[config.mk]
export PLATFORM = sky130hd
export DESIGN_NAME = mult_div_unit
export DESIGN_NICKNAME = d
export VERILOG_FILES = /design/src/rtl/mdu_pkg.sv /design/src/rtl/mult_div_unit.sv
export SDC_FILE = /design/constraint.sdc
export NUM_CORES = 1
export LEC_CHECK = 0
export BUFFER_PORTS_ARGS = -buffer_cell sky130_fd_sc_hd__buf_2
export CAP_MARGIN = 0
export CORE_MARGIN = 4
export CORE_UTILIZATION = 40
export DETAILED_ROUTE_END_ITERATION = 8
export MAX_ROUTING_LAYER = met4
export PLACE_DENSITY = 0.66
export SKIP_LAST_GASP = 1
export SYNTH_ARGS = -nofsm -noshare
export SYNTH_HDL_FRONTEND = slang
export SYNTH_SLANG_ARGS = --single-unit
[constraint.sdc]
create_clock -name clk -period 6.7 [get_ports clk]
set_input_delay 0.67 -clock clk [delete_from_list [all_inputs] [get_ports clk]]
set_output_delay 0.67 -clock clk [all_outputs]
set_load 0.02 [all_outputs]
[src/rtl/mdu_pkg.sv]
// Shared definitions for the iterative multiply/divide unit.
// Op codes are also used by the decoder.
package mdu_pkg;

  typedef enum logic [1:0] {
    MD_MULT  = 2'b00,
    MD_MULTU = 2'b01,
    MD_DIV   = 2'b10,
    MD_DIVU  = 2'b11
  } md_op_e;

  typedef enum logic [1:0] {
    S_IDLE,
    S_CALC,
    S_FIX
  } md_state_e;

  localparam int MD_ITER = 32;

  function automatic logic [31:0] mag32(
    input logic [31:0] v,
    input logic        sgn
  );
    return (sgn && v[31]) ? -v : v;
  endfunction

endpackage

[src/rtl/mult_div_unit.sv]
// Iterative MULT/MULTU/DIV/DIVU with MTHI/MTLO; 32 iterations plus
// one sign-fixup cycle, sharing one 33-bit adder/subtractor.
module mult_div_unit
  import mdu_pkg::*;
#(
  parameter int WIDTH = 32
) (
  input  logic             clk,
  input  logic             rst,
  input  logic             start,
  input  logic [1:0]       op,
  input  logic [WIDTH-1:0] a,
  input  logic [WIDTH-1:0] b,
  input  logic             hi_wr,
  input  logic             lo_wr,
  input  logic [WIDTH-1:0] wdata,
  output logic             busy,
  output logic             done,
  output logic [WIDTH-1:0] hi,
  output logic [WIDTH-1:0] lo
);

  md_state_e          state_q;
  logic [4:0]         cnt_q;
  md_op_e             op_q;
  logic               neg_q;
  logic               rsgn_q;
  logic               dz_q;
  logic [WIDTH-1:0]   ma_q;
  logic [WIDTH-1:0]   mb_q;
  logic [2*WIDTH-1:0] acc_q;
  logic [2*WIDTH-1:0] acc_d;
  logic [WIDTH-1:0]   hi_q;
  logic [WIDTH-1:0]   lo_q;
  logic               busy_q;
  logic               done_q;

  logic               is_div;
  logic               sgn_in;
  logic [WIDTH:0]     rem_sh;
  logic [WIDTH:0]     add_x;
  logic [WIDTH:0]     add_y;
  logic [WIDTH:0]     add_s;
  logic [2*WIDTH-1:0] prod;
  logic [WIDTH-1:0]   res_hi;
  logic [WIDTH-1:0]   res_lo;

  assign is_div = (op_q == MD_DIV) || (op_q == MD_DIVU);
  assign sgn_in = (op == MD_MULT) || (op == MD_DIV);

  // Divide: acc high half is the quotient, low half the remainder.
  assign rem_sh = {acc_q[WIDTH-1:0], ma_q[5'(WIDTH-1) - cnt_q]};

  always_comb begin
    add_x = {1'b0, acc_q[2*WIDTH-1:WIDTH]};
    add_y = mb_q[cnt_q] ? {1'b0, ma_q} : '0;
    if (is_div) begin
      add_x = rem_sh;
      add_y = {1'b0, mb_q};
    end
    add_s = add_x + (is_div ? ~add_y : add_y)
          + {{WIDTH{1'b0}}, is_div};
  end

  always_comb begin
    acc_d = {add_s, acc_q[WIDTH-1:1]};
    if (is_div) begin
      acc_d = {acc_q[2*WIDTH-2:WIDTH], ~add_s[WIDTH],
               add_s[WIDTH] ? rem_sh[WIDTH-1:0] : add_s[WIDTH-1:0]};
    end
  end

  always_comb begin
    prod   = neg_q ? -acc_q : acc_q;
    res_hi = prod[2*WIDTH-1:WIDTH];
    res_lo = prod[WIDTH-1:0];
    if (is_div) begin
      res_lo = neg_q ? -acc_q[2*WIDTH-1:WIDTH] : acc_q[2*WIDTH-1:WIDTH];
      res_hi = rsgn_q ? -acc_q[WIDTH-1:0] : acc_q[WIDTH-1:0];
      if (dz_q) begin
        res_hi = rsgn_q ? -ma_q : ma_q;
        res_lo = '1;
      end
    end
  end

  always_ff @(posedge clk) begin
    if (rst) begin
      state_q <= S_IDLE;
      cnt_q   <= '0;
      op_q    <= MD_MULT;
      neg_q   <= 1'b0;
      rsgn_q  <= 1'b0;
      dz_q    <= 1'b0;
      ma_q    <= '0;
      mb_q    <= '0;
      acc_q   <= '0;
      hi_q    <= '0;
      lo_q    <= '0;
      busy_q  <= 1'b0;
      done_q  <= 1'b0;
    end else begin
      done_q <= 1'b0;
      unique case (state_q)
        S_IDLE: begin
          if (start) begin
            ma_q    <= mag32(a, sgn_in);
            mb_q    <= mag32(b, sgn_in);
            op_q    <= md_op_e'(op);
            neg_q   <= sgn_in & (a[WIDTH-1] ^ b[WIDTH-1]);
            rsgn_q  <= sgn_in & a[WIDTH-1];
            dz_q    <= op[1] && (b == '0);
            acc_q   <= '0;
            cnt_q   <= '0;
            busy_q  <= 1'b1;
            state_q <= S_CALC;
          end else begin
            if (hi_wr) hi_q <= wdata;
            if (lo_wr) lo_q <= wdata;
          end
        end
        S_CALC: begin
          acc_q <= acc_d;
          cnt_q <= cnt_q + 5'd1;
          if (cnt_q == 5'(MD_ITER - 1)) state_q <= S_FIX;
        end
        S_FIX: begin
          hi_q    <= res_hi;
          lo_q    <= res_lo;
          done_q  <= 1'b1;
          busy_q  <= 1'b0;
          state_q <= S_IDLE;
        end
        default: state_q <= S_IDLE;
      endcase
    end
  end

  assign busy = busy_q;
  assign done = done_q;
  assign hi   = hi_q;
  assign lo   = lo_q;

endmodule

==> impl_metrics.yaml, run 1 <==
critical_path:
  cp_cell_sequence: "buf_4 > mux2i_1 > a22oi_1 > a21oi_1 > nor4_1 > buf_4 > and2_1 > buf_4 > nand2_1 > o21ai_0 > ha_1 > and3_1 > and2_1 > a221oi_1 > nand3_1 > o2111ai_1 > nor3_1 > or3_2 > buf_4 > nor2_1 > nor2_1 > a211oi_1 > a211oi_1"
  slowest_delay_ps: 730
  r2r_slack_ps: 490
  cp_data_required_time_ps: 7090
  critPathLaunchType: "register"
  rr_worst_depth: 23
  crit_path_frequent_cell: "buf_4"
  crit_type: "register to register"
  crit_slowest_cell: "or3_2"
  crit_path_max_fanout: 21
  crit_arrival_ps: 6600
  setup.worst_path.end_class: "register"
detailed_routing:
  drc_errors: 0
  routed_wl_mm: 60.06
  wl_per_cell_um: 21.36
  antenna_left: 0
  vias: 17440
  routed_via_density: 6.202
  drt_iter0_drc: 2093
  firstDrtPassIters: 6
logic_synthesis:
  synthCells: 2262
  synthArstFlopShare: 0
  synth.most_common_cell: "nand2_1"
  netlist_top_cells_area: "dfxtp_1 25%, nand2_1 7.2%, xnor2_1 7.0%, o21ai_0 5.0%, nor2_1 4.9%"
  synth_top_area_frac: 0.2494
  ys_ff_latch: 205
  syn_area_um2: 16460
  yosys_warnings: 0
  ys_types: 71
  synth_edf_count: 0
  synth_common_cells: "317 x nand2_1, 213 x nor2_1, 205 x dfxtp_1"
  yosys_most_used_dff: "dfxtp_1"
  syn_nets: 2404
  synth_top_area_cell: "dfxtp_1"
  ys_seq_area_frac: 0.2494
  syn_area_per_cell_um2: 7.276
place:
  dp_hpwl_mm: 44.85
  dpl-instance-area_um2: 17410
  dp_cells: 2770
  pre_cts_ws_ps: 460.0
  place.port_buffers: 168
  gp_congestion: 1.007
clocking:
  clk_pin_slew_ps: 60
  clk_latency_ps: 540
  cts_buffers: 24
  clock-sinks: 205
  cts_max_level: 1
  cts_tree: "built"
  cts_max_path_buffers: 3
  clk_root_buffer_cell: "clkbuf_16"
  post_cts_buffers: 0
pwr:
  fin_total_pwr_mw: 3.638
  leakagePower_nw: 6.920
  powerDensity_nw_per_um2: 200.0
  peakVddDrop_uv: 154.4
timing:
  fin_ws_ps: 488.4
  hold_viol_final: 0
  period_needed_ps: 6212
  fin_tns_setup_ps: 0
  worst_slew_pin_slew_ps: 1155
  finalCritPeriodShare: 0.9271
  fmax_ghz: 0.1610
  timing.slew.headroom: 0.2287
  grt_setup_unrepaired: "false"
  fin_skew_ps: 12.59
  setup_viol: 0
  slew_violations: 0
die:
  pin_count: 169
  die_area_um2: 44460
  die_h_um: 210.8
  die_w_um: 210.8
  start_util: 0.4040
  core_um2: 40740
  rows: 74
cells_and_area:
  antenna_cells: 0
  final_area_um2: 18190
  fillCellCount: 4149
  fin_cells: 2812
  area_delta_synth_final_pct: 10.51
  fin_nets: 2406
  drive_gt1_frac: 0.1373
global_route:
  met1_usage: 0.3565
  top_usage_layer: "met2"
  globalRouteMet2Util: 0.4081
  track_usage: 0.2640
  grt_max_degree: 100
  antenna_found_initial: 0
  met3_usage: 0.03565
  globalRouteOverflowTotal: 0
  grt_pass1_wl_mm: 92.47
  grt_pass1_vias: 16000
flow_run:
  drv_cap: 0
outcome:
  outcome: "completed"
worst_hold_path:
  hp-class: "input port to register"
  min_path_cells: 3
## flip-flops by register name, summed over array words and instances (netlist names)
register,flops
state_q,2
lo,32
cnt_q,5
dz_q,1
busy,1
op_q,1
mb_q,32
hi,32
rsgn_q,1
ma_q,32
neg_q,1
acc_q,64
done,1
## critical path: cells and delay by family, from the launching register on
| kind | cells | cell delay, ps |
|---|---|---|
| buf+inv | 4 | 1180 |
| flops | 1 | 510 |
| compound gates | 7 | 1440 |
| simple gates | 10 | 2460 |
| mux | 1 | 120 |
| fa+ha+maj | 1 | 320 |
## per-layer routing
layer  wire, um  vias to the layer above
met3       5357                      135
met2      26650                      876
met4       2333                        0
met5          0                        -
li1           -                     8236
met1      25730                     8194
## cell families after synthesis
family | synth area share
AO/OA/AOI/OAI | 0.2903
XOR/XNOR | 0.1032
adder cells (fa/ha/maj) | 0.03011
buffers and inverters | 0.06067
flip-flops | 0.2494
multiplexers | 0.05208
AND/OR/NAND/NOR | 0.2143
## worst paths after layout
kind,endpoint,start
setup / recovery,acc_q[29],cnt_q[1]
hold / removal,op_q[1],op[1]
setup reg to reg,acc_q[29],cnt_q[1]
hold reg to reg,hi[26],hi[26]
## final cells by class
type | count | area, um2 | area share
Sequential cell | 205 | 4115 | 0.2263
Multi-Input combinational cell | 1800 | 11400 | 0.6266
Clock buffer | 36 | 706.9 | 0.03887
Tap cell | 532 | 665.6 | 0.03660
Inverter | 29 | 108.9 | 0.005985
Timing Repair Buffer | 204 | 1126 | 0.06191
Clock inverter | 6 | 68.82 | 0.003783
## per-stage QoR
step | hold WS [ps] | util
2_1_floorplan | 441.4 | -
3_3_place_gp | 437.0 | 0.4273
3_5_place_dp | 441.4 | 0.4273
4_1_cts | 382.3 | 0.4464
5_1_grt | 411.2 | 0.4465
6_report | 390.9 | 0.4465
## power breakdown
group          total (mW)  internal [mW]  switching [mW]
clock network        1.31          0.768           0.544
registers            1.43           1.29           0.139
logic               0.895          0.326           0.570
total                3.64           2.38            1.25
## cell usage in the layout, fill, tap and decap left out, types with 7 or more instances in the layout
cell type  instances
mux2_2            35
a222oi_1          12
nor2b_1            9
o41ai_1            7
dfxtp_1          200
a21o_1            23
clkbuf_16         25
and3_1            15
nand2b_1          20
clkbuf_1           7
nand2_1          317
buf_2            167
a211oi_1          70
or3_1             40
or2_2             12
o221ai_1          33
xnor2_1          132
mux2i_1           44
o21a_1             7
a31oi_1           25
o21ai_0          165
inv_1             28
a22o_1             8
xor2_1            62
nor2_1           210
a21oi_1          132
buf_4             36
o211ai_1          68
or4_1             23
nor4_1            14
nand3_1           45
a22oi_1           29
a311oi_1          55
nor3_1            29
nand3b_1           7
ha_1              38
o31ai_1           34
## repair_timing
| item | 4_1_cts | 5_1_grt |
|---|---|---|
| endpoints found under the setup margin | 0 | 3 |
| hold buffers | 0 | 0 |
| endpoints found under the hold margin | 0 | 0 |
| resized for setup | 0 | 2 |
Power figures use the tool's default switching activity.
==> run 2: changes to the inputs <==
--- a/config.mk
+++ b/config.mk
@@ -5,8 +5,10 @@
 export SDC_FILE = /design/constraint.sdc
 export NUM_CORES = 1
 export LEC_CHECK = 0
+export ABC_AREA = 1
 export BUFFER_PORTS_ARGS = -buffer_cell sky130_fd_sc_hd__buf_2
 export CAP_MARGIN = 0
+export CORE_ASPECT_RATIO = 1.1
 export CORE_MARGIN = 4
 export CORE_UTILIZATION = 40
 export DETAILED_ROUTE_END_ITERATION = 8
==> constraint.sdc (replaced) <==
create_clock -name clk -period 7.7 [get_ports clk]
set_input_delay 0.77 -clock clk [delete_from_list [all_inputs] [get_ports clk]]
set_output_delay 0.77 -clock clk [all_outputs]
set_load 0.02 [all_outputs]
==> run 2 against run 1 <==
  * Via count grew 19%
  * Area after synthesis grew 6.2%
  * First-iteration DRC count grew 13%
  * Maximum frequency grew 12%
  * Clock power shrank 4%
  * Routed wire length grew 36%
  * Highest routed layer unchanged
  * Die area grew 5.9%
  * Worst hold slack gained 72 ps
  * Core utilization grew 0.19 points
  * Largest cell class unchanged
  * Sequential share of layout area shrank 1.4 points
==> impl_metrics.yaml, run 2 <==
outcome:
  outcome: "completed"
logic_synthesis:
  synth_top_area_frac: 0.2349
  syn_nets: 3047
  synth_top_family_by_area: "simple AND/OR/NAND/NOR gates"
  synth_fa_ha_area_frac: 0.02835
  netlist_top_cells_area: "dfxtp_1 23%, nand2_1 13%, o21ai_0 10%, a21oi_1 9.3%, inv_1 6.2%"
  synth_edf_count: 0
  ys_seq_area_frac: 0.2349
  yosys_most_used_dff: "dfxtp_1"
  syn_area_per_cell_um2: 6.015
  synthMuxAreaShare: 0.0005728
  ys_ff_latch: 205
  synth_top_area_cell: "dfxtp_1"
  synth_common_cells: "614 x nand2_1, 362 x o21ai_0, 325 x a21oi_1"
  synth-compound-area-share: 0.2849
  synth.most_common_cell: "nand2_1"
  ys_types: 66
  synthCells: 2905
  synthArstFlopShare: 0
  yosys_warnings: 0
  synth_xor_area_frac: 0.05112
  synth-simple-area-share: 0.2916
  syn_area_um2: 17470
die:
  core_um2: 43240
  die_area_um2: 47100
  pin_count: 169
  start_util: 0.4041
  rows: 80
  die_h_um: 227.2
  die_w_um: 207.3
detailed_routing:
  routed_via_density: 5.863
  drc_errors: 0
  firstDrtPassIters: 7
  vias: 20730
  antenna_left: 0
  wl_per_cell_um: 23.13
  routed_wl_mm: 81.78
  drt_iter0_drc: 2358
global_route:
  track_usage: 0.3391
  grt_pass1_vias: 19200
  grt_pass1_wl_mm: 120.8
  grt_max_degree: 112
  antenna_found_initial: 1
  globalRouteOverflowTotal: 0
critical_path:
  slowest_delay_ps: 830
  critical_path_buf_inv_count: 4
  setup.worst_path.end_class: "register"
  cp_data_required_time_ps: 8100
  critPathLaunchType: "register"
  crit_slowest_cell: "dfxtp_1"
  crit_path_frequent_cell: "nand2_1"
  crit_arrival_ps: 5970
  crit_family: "simple AND/OR/NAND/NOR gates"
  crit_type: "register to register"
  crit_path_start: "cnt_q[1]"
  r2r-start: "cnt_q[1]"
  crit_path_max_fanout: 31
pwr:
  leakagePower_nw: 8.606
  switchingPower_mw: 1.406
  peakVddDrop_uv: 146.9
  p_comb_frac: 0.304
  intPower_mw: 2.207
  power_frac_seq: 0.347
  powerDensity_nw_per_um2: 186.4
  fin_total_pwr_mw: 3.613
  clkPwrFrac: 0.349
  switching_share: 0.3891
clocking:
  post_cts_buffers: 0
  clk_pin_slew_ps: 60
  cts_max_level: 1
  cts_buffers: 25
  clock-sinks: 205
  clk_root_buffer_cell: "clkbuf_16"
  post_cts_resize_count: 0
  cts_max_path_buffers: 3
  clk_latency_ps: 570
  cts_tree: "built"
  cts-hold-fix-buffers: 0
timing:
  grt_setup_unrepaired: "false"
  hold_viol_final: 0
  finalCritPeriodShare: 0.7231
  fin_tns_setup_ps: 0
  timing.slew.headroom: 0.1890
  fin_ws_ps: 2132
  fmax_ghz: 0.1796
  worst_slew_pin_slew_ps: 1201
  period_needed_ps: 5568
  setup_viol: 0
  slew_violations: 0
  fin_skew_ps: 11.81
place:
  pre_cts_ws_ps: 2193
  place.port_buffers: 168
  gp_congestion: 1.023
  dp_hpwl_mm: 63.14
cells_and_area:
  layout_commonest_cell: "nand2_1"
  drive_gt1_frac: 0.1034
  largest_reg_flops: 64
  top_register: "acc_q"
  mostFrequentLayoutCells: "614 x nand2_1, 362 x o21ai_0, 325 x a21oi_1"
  final_util: 0.4484
  fin_nets: 3083
  fillCellCount: 4669
  area_delta_synth_final_pct: 10.95
flow_run:
  drv_cap: 0
worst_hold_path:
  hold_start: "op[1]"
  hp-class: "input port to register"
[run 2: changes by cell type in the layout (fill, tap and decap cells not counted), sizes merged, moves of 55 or more]
cell and change:
nand2 +304, inv +270, o21ai +212, a21oi +194, nand3 +148, xnor2 -116, a211oi -68, a311oi -55
[run 2: final cells by class]
| class | instances | area (um2) | area share |
|---|---|---|---|
| multi-input combinational | 2213 | 11500 | 0.5932 |
| sequential | 205 | 4110 | 0.2120 |
| inverter | 298 | 1121 | 0.05783 |
| timing repair buffer | 198 | 1069 | 0.05511 |
| clock buffer | 38 | 754.5 | 0.03892 |
| tap | 574 | 718.2 | 0.03704 |
| clock inverter | 8 | 111.4 | 0.005744 |
| antenna | 1 | 2.502 | 0.0001291 |
[run 2: logic make-up (layout without fill, tap and decap cells)]
family	Yosys count	in the layout
xor+xnor	102	102
mux	1	1
compound gates	898	898
other cells	0	1
buf+inv	487	542
simple gates	1173	1173
flops	205	205
fa+ha+maj	39	39
[run 2: worst paths after layout]
path / endpoint / slack (ps) / depth (start not counted)
worst max register to register: acc_q[29] / 2130 / 28
worst min register to register: busy / 480 / 2
worst max-delay path: acc_q[29] / 2130 / 28
worst min-delay path: op_q[1] / 460 / 3
[run 2: power by group through the flow]
| stage | Clock, mW | Sequential [mW] | Combinational, mW |
|---|---|---|---|
| 2_1_floorplan | 0 | 1.24 | 0.701 |
| 3_3_place_gp | 0 | 1.27 | 1.07 |
| 3_5_place_dp | 0 | 1.27 | 1.07 |
| 4_1_cts | 1.28 | 1.25 | 1.08 |
| 5_1_grt | 1.31 | 1.26 | 1.20 |
| 6_report | 1.26 | 1.25 | 1.10 |
[run 2: tightest hold or removal path, delay by kind of cell]
family          cells  cell delay, ps
compound gates      1              50
simple gates        1              60
buf+inv             1             110
[run 2: through the flow]
stage	cells	hold WS (ps)	cell area [um2]
4_1_cts	3534	437.6	19380
6_report	3535	462.4	19390
3_3_place_gp	3488	456.7	18520
5_1_grt	3535	454.1	19390
2_1_floorplan	2905	458.4	17470
3_5_place_dp	3488	470.5	18520
[run 2: per-layer routing]
| metal | global-route usage | up-vias | part of all wire |
|---|---|---|---|
| li1 | - | 9939 | - |
| met1 | 0.4175 | 9615 | 0.40 |
| met2 | 0.5455 | 973 | 0.46 |
| met3 | 0.04135 | 198 | 0.075 |
| met4 | 0.1864 | 0 | 0.066 |
| met5 | - | - | 0 |
